### src/rtl/rv32i_multicycle_ctrl.sv
// Multi-cycle RV32I control unit: sequences fetch/decode/execute/memory/writeback
// over variable-latency memory handshakes and keeps instret plus a sticky trap.
module rv32i_multicycle_ctrl #(
   parameter int RESET_WAIT = 0,
   parameter int CNT_W      = 32
) (
   input  logic             clk,
   input  logic             rst,
   input  logic [31:0]      inst,
   input  logic             imem_valid,
   input  logic             dmem_ack,
   input  logic             br_taken,
   output logic             imem_req,
   output logic             ir_we,
   output logic             pc_we,
   output logic [1:0]       pc_sel,
   output logic [2:0]       imm_sel,
   output logic             alu_src_a,
   output logic             alu_src_b,
   output logic             rf_we,
   output logic [1:0]       wb_sel,
   output logic             dmem_req,
   output logic             dmem_we,
   output logic             trap,
   output logic [CNT_W-1:0] instret
);

   localparam logic [6:0] OP_LUI    = 7'b0110111;
   localparam logic [6:0] OP_AUIPC  = 7'b0010111;
   localparam logic [6:0] OP_JAL    = 7'b1101111;
   localparam logic [6:0] OP_JALR   = 7'b1100111;
   localparam logic [6:0] OP_BRANCH = 7'b1100011;
   localparam logic [6:0] OP_LOAD   = 7'b0000011;
   localparam logic [6:0] OP_STORE  = 7'b0100011;
   localparam logic [6:0] OP_OPIMM  = 7'b0010011;
   localparam logic [6:0] OP_OP     = 7'b0110011;

   localparam logic [2:0] IMM_I = 3'd0;
   localparam logic [2:0] IMM_S = 3'd1;
   localparam logic [2:0] IMM_B = 3'd2;
   localparam logic [2:0] IMM_U = 3'd3;
   localparam logic [2:0] IMM_J = 3'd4;

   localparam logic [1:0] PC_PLUS4 = 2'd0;
   localparam logic [1:0] PC_IMM   = 2'd1;
   localparam logic [1:0] PC_ALU   = 2'd2;

   localparam logic [1:0] WB_ALU  = 2'd0;
   localparam logic [1:0] WB_LOAD = 2'd1;
   localparam logic [1:0] WB_PC4  = 2'd2;
   localparam logic [1:0] WB_IMM  = 2'd3;

   localparam logic [3:0] WAIT_LAST = 4'(RESET_WAIT);

   typedef enum logic [3:0] {
      S_IDLE,
      S_FETCH,
      S_WAIT_I,
      S_DECODE,
      S_EXEC,
      S_MEM,
      S_WAIT_D,
      S_WB,
      S_TRAP
   } state_t;

   state_t           state;
   logic [3:0]       wait_cnt;
   logic             trap_q;
   logic [CNT_W-1:0] instret_q;

   logic [6:0] opcode;
   logic       is_lui, is_auipc, is_jal, is_jalr, is_branch;
   logic       is_load, is_store, is_opimm, is_op, legal;
   logic [2:0] imm_dec;
   logic [1:0] wb_dec;
   logic       src_a_dec, src_b_dec;

   // Upper instruction bits (funct/register fields) are consumed by the datapath only.
   logic unused_inst;
   assign unused_inst = ^inst[31:7];

   assign opcode    = inst[6:0];
   assign is_lui    = (opcode == OP_LUI);
   assign is_auipc  = (opcode == OP_AUIPC);
   assign is_jal    = (opcode == OP_JAL);
   assign is_jalr   = (opcode == OP_JALR);
   assign is_branch = (opcode == OP_BRANCH);
   assign is_load   = (opcode == OP_LOAD);
   assign is_store  = (opcode == OP_STORE);
   assign is_opimm  = (opcode == OP_OPIMM);
   assign is_op     = (opcode == OP_OP);
   assign legal     = (inst[1:0] == 2'b11) &&
                      (is_lui || is_auipc || is_jal || is_jalr || is_branch ||
                       is_load || is_store || is_opimm || is_op);

   always_comb begin
      imm_dec = IMM_I;
      case (opcode)
         OP_STORE:         imm_dec = IMM_S;
         OP_BRANCH:        imm_dec = IMM_B;
         OP_LUI, OP_AUIPC: imm_dec = IMM_U;
         OP_JAL:           imm_dec = IMM_J;
         default:          imm_dec = IMM_I;
      endcase
   end

   always_comb begin
      wb_dec = WB_ALU;
      if (is_lui)
         wb_dec = WB_IMM;
      else if (is_load)
         wb_dec = WB_LOAD;
      else if (is_jal || is_jalr)
         wb_dec = WB_PC4;
   end

   // PC feeds operand A for AUIPC and the JAL link; only OP and BRANCH compare two registers.
   assign src_a_dec = is_auipc || is_jal;
   assign src_b_dec = !(is_op || is_branch);

   always_ff @(posedge clk) begin
      if (rst) begin
         state     <= S_IDLE;
         wait_cnt  <= 4'd0;
         trap_q    <= 1'b0;
         instret_q <= '0;
      end else begin
         case (state)
            S_IDLE: begin
               if (wait_cnt == WAIT_LAST)
                  state <= S_FETCH;
               else
                  wait_cnt <= wait_cnt + 4'd1;
            end
            S_FETCH:  state <= S_WAIT_I;
            S_WAIT_I: if (imem_valid) state <= S_DECODE;
            S_DECODE: begin
               if (legal) begin
                  state <= S_EXEC;
               end else begin
                  state  <= S_TRAP;
                  trap_q <= 1'b1;
               end
            end
            S_EXEC: begin
               if (is_load || is_store) begin
                  state <= S_MEM;
               end else if (is_branch) begin
                  state     <= S_FETCH;
                  instret_q <= instret_q + CNT_W'(1);
               end else begin
                  state <= S_WB;
               end
            end
            S_MEM: state <= S_WAIT_D;
            S_WAIT_D: begin
               if (dmem_ack) begin
                  if (is_store) begin
                     state     <= S_FETCH;
                     instret_q <= instret_q + CNT_W'(1);
                  end else begin
                     state <= S_WB;
                  end
               end
            end
            S_WB: begin
               state     <= S_FETCH;
               instret_q <= instret_q + CNT_W'(1);
            end
            S_TRAP:  state <= S_TRAP;
            default: state <= S_IDLE;
         endcase
      end
   end

   // Strobes decode straight from the state register so handshake responses land in the same cycle.
   always_comb begin
      imem_req  = 1'b0;
      ir_we     = 1'b0;
      pc_we     = 1'b0;
      pc_sel    = PC_PLUS4;
      imm_sel   = IMM_I;
      alu_src_a = 1'b0;
      alu_src_b = 1'b0;
      rf_we     = 1'b0;
      wb_sel    = WB_ALU;
      dmem_req  = 1'b0;
      dmem_we   = 1'b0;
      if (!rst) begin
         case (state)
            S_FETCH:  imem_req = 1'b1;
            S_WAIT_I: ir_we = imem_valid;
            S_DECODE: imm_sel = imm_dec;
            S_EXEC: begin
               imm_sel   = imm_dec;
               alu_src_a = src_a_dec;
               alu_src_b = src_b_dec;
               if (is_branch) begin
                  pc_we  = 1'b1;
                  pc_sel = br_taken ? PC_IMM : PC_PLUS4;
               end else if (is_jal) begin
                  pc_we  = 1'b1;
                  pc_sel = PC_IMM;
               end else if (is_jalr) begin
                  pc_we  = 1'b1;
                  pc_sel = PC_ALU;
               end
            end
            S_MEM: begin
               imm_sel   = imm_dec;
               alu_src_a = src_a_dec;
               alu_src_b = src_b_dec;
               dmem_req  = 1'b1;
               dmem_we   = is_store;
            end
            S_WAIT_D: begin
               imm_sel   = imm_dec;
               alu_src_a = src_a_dec;
               alu_src_b = src_b_dec;
               pc_we     = dmem_ack && is_store;
            end
            S_WB: begin
               imm_sel   = imm_dec;
               alu_src_a = src_a_dec;
               alu_src_b = src_b_dec;
               rf_we     = 1'b1;
               wb_sel    = wb_dec;
               pc_we     = !(is_jal || is_jalr);
            end
            default: ;
         endcase
      end
   end

   assign trap    = trap_q && !rst;
   assign instret = rst ? '0 : instret_q;

endmodule
### config.mk
export PLATFORM = sky130hd
export DESIGN_NAME = rv32i_multicycle_ctrl
export DESIGN_NICKNAME = d
export VERILOG_FILES = /design/src/rtl/rv32i_multicycle_ctrl.sv
export SDC_FILE = /design/constraint.sdc
export NUM_CORES = 1
export LEC_CHECK = 0
export ABC_AREA = 1
export BUFFER_PORTS_ARGS = -buffer_cell sky130_fd_sc_hd__clkbuf_2
export CORE_ASPECT_RATIO = 1.1
export CORE_MARGIN = 3
export CORE_UTILIZATION = 29
export CTS_CLUSTER_SIZE = 20
export DETAILED_ROUTE_END_ITERATION = 16
export GPL_TIMING_DRIVEN = 0
export SYNTH_ARGS = -nofsm -noshare
export SYNTH_HDL_FRONTEND = slang
export SYNTH_SLANG_ARGS = --single-unit
### constraint.sdc
create_clock -name clk -period 2.2 [get_ports clk]
set_clock_uncertainty 0.05 [all_clocks]
set_input_delay 0.11 -clock clk [delete_from_list [all_inputs] [get_ports clk]]
set_output_delay 0.11 -clock clk [all_outputs]
set_load 0.1 [all_outputs]
==> results_dict.tcl <==
set metrics [dict create \
    cp_max_fo 6 \
    routabilityCongestion 0.9443 \
    multi_input_area_um2 2237 \
    coreArea_um2 11110 \
    fmax_ghz 0.4914 \
    arrival_ns 1.87 \
    first_pass_iters 5 \
    irDropWorstVdd_mv 0.2823 \
    min_path_type "in2reg" \
    numCtsBuffers 5 \
    cts_setup_buffers 0 \
    nNetsFinal 656 \
    maxCapViolCount 0 \
    leakage_nw 1.604 \
    initial_utilization_pct 30.11 \
    hold_viol 0 \
    slew_headroom_pct 47.60 \
    outcome "finished, final reports clean" \
    synthFlopType "dfxtp_1" \
    yosys_warnings 0 \
    period_needed_ns 2.035 \
    yosysTopAreaCellShare_pct 24.53 \
    synth_edf_count 0 \
    fillers 1238 \
    cts_resized 7 \
    final_util_pct 37.26 \
    regArea_um2 820.8 \
    die_x_um 108.4 \
    cp_data_required_time_ns 2.04 \
    power_w 0.001929 \
    cts.sinks 41 \
    synth_cells 551 \
    grt_first_pass_wirelength_um 16150 \
    setup_viol 0 \
    reg2reg_depth 8 \
    clockRootBuffer "clkbuf_16" \
    cp-start-kind "flop" \
    finalSetupTns_ns 0 \
    cts_hold_buf 0 \
    wirelength_um 9340 \
    area_growth_pct 23.75 \
    final_common_cell "nand2_1" \
    async_reset_ff_share_pct 0 \
    io_buffers 58 \
    wire_per_inst_um 12.23 \
    ys_ff_latch 41 \
    grt_usage_pct 15.13 \
    syn_avg_cell_area_um2 6.072 \
    cp-end-kind "primary output" \
    antenna_left 0 \
    layout_common_cells "nand2_1 (157), nor2_1 (107), inv_1 (69)" \
    dpl_worst_slack_ns 0.04916 \
    cts.clk_slew.worst_paths_ns 0.07 \
    htreeDepth 2 \
    ys_seq_area_share_pct 24.53 \
    die_y_um 118.7 \
    clock_latency_ns 0.29 \
    synth_cell_type_count 30 \
    num_vias 3506 \
    rsz0062_at_grt "false" \
    worst_pin_slew_ns 0.7860 \
    drc 0 \
    antenna_found_initial 0 \
    cts_tree "built" \
    overflow 0 \
    num_rows 40 \
    fp.dieArea_um2 12860 \
    drive_gt1_share_pct 25.12 \
    p_per_area_nw_per_um2 466.0 \
    min_period_over_period_pct 92.49 \
    reg2reg_from "instret_q[1]" \
    drt_iter0_drc 241 \
    clockBufferDepth 2 \
    worstSetupPathType "reg2out" \
    critPathLaunch "state[2]" \
    syn-cell-area_um2 3346 \
    ios 85 \
    grt_pass1_vias 3457 \
    diodes 0 \
    slew_violations 0 \
    routed_via_density 4.589 \
    syn_nets 591 \
    synth_area_leaders "dfxtp_1 (25%), nand2_1 (18%), nor2_1 (13%)" \
    fin_ws_ns 0.1652 \
    hpwl_um 7625 \
    hp-start "dmem_ack" \
    hold_depth 4 \
    grt_max_degree 14 \
    yosys.area.top_type "dfxtp_1" \
]
## flip-flops by register name, indices dropped and copies added (netlist names)
| name | cells |
|---|---|
| instret_q | 32 |
| wait_cnt | 4 |
| trap_q | 1 |
| state | 4 |
## final timing paths
path	slack, ns	to
setup / recovery	0.17	dmem_we
hold reg to reg	0.42	trap_q
setup reg to reg	0.31	instret_q[20]
hold / removal	0.14	state[2]
## synth_stat cells (4+ instances only)
cell type and number:
nand2_2 22, o21ai_0 6, a21oi_2 23, nor3_1 6
xor2_1 15, inv_2 5, clkbuf_1 8, nand3_1 27
nand2_4 4, nor2_1 113, a21oi_1 18, nor2_4 5
dfxtp_1 41, inv_1 69, nand4_1 7, nand2_1 157
## cell families after synthesis
group / count (synthesis) / synth area share, %
xor gates and xnor gates: 15 / 3.927
AOI/OAI and AO/OA: 49 / 10.10
and+or+nand+nor: 355 / 48.84
buffers and inverters: 88 / 11.48
DFF: 41 / 24.53
adders and majority gates: 3 / 1.122
## through the flow
stage	hold slack (ns)	instance area, µm²	cells
after detailed placement	0.4150	3909	756
after global placement	0.4037	3909	756
final	0.1441	4140	764
after floorplan	0.3239	3435	551
after global routing	0.1629	4140	764
after CTS	0.1501	4128	764
## cell type report
| cell class | instances | share of cell area, % |
|---|---|---|
| clock buffer | 5 | 3.022 |
| multi-input combinational | 422 | 54.03 |
| buffer | 14 | 2.569 |
| inverter | 74 | 6.709 |
| sequential | 41 | 19.82 |
| timing repair buffer | 58 | 7.827 |
| clock inverter | 3 | 1.571 |
| tap | 147 | 4.442 |
## per-layer routing
| layer | track usage (%) | up-vias | wire [µm] |
|---|---|---|---|
| li1 | - | 1830 | - |
| met1 | 19.55 | 1588 | 4208 |
| met2 | 26.66 | 81 | 4533 |
| met3 | 1.748 | 7 | 488 |
| met4 | 3.315 | 0 | 109 |
| met5 | 0 | - | 0 |
## where the power goes
group / switching [W] / internal, W
Sequential: 0.00000966 / 0.000753
Combinational: 0.000158 / 0.0000483
Clock: 0.000312 / 0.000648
Total: 0.000480 / 0.00145
## critical path, cell delays in order, from the launching register on
cell and delay (ns):
dfxtp_1 0.41, nand2_4 0.14, inv_1 0.10, nand2_1 0.21, nor3_2 0.25, clkbuf_2 0.48
(Power assumes the default switching activity.)
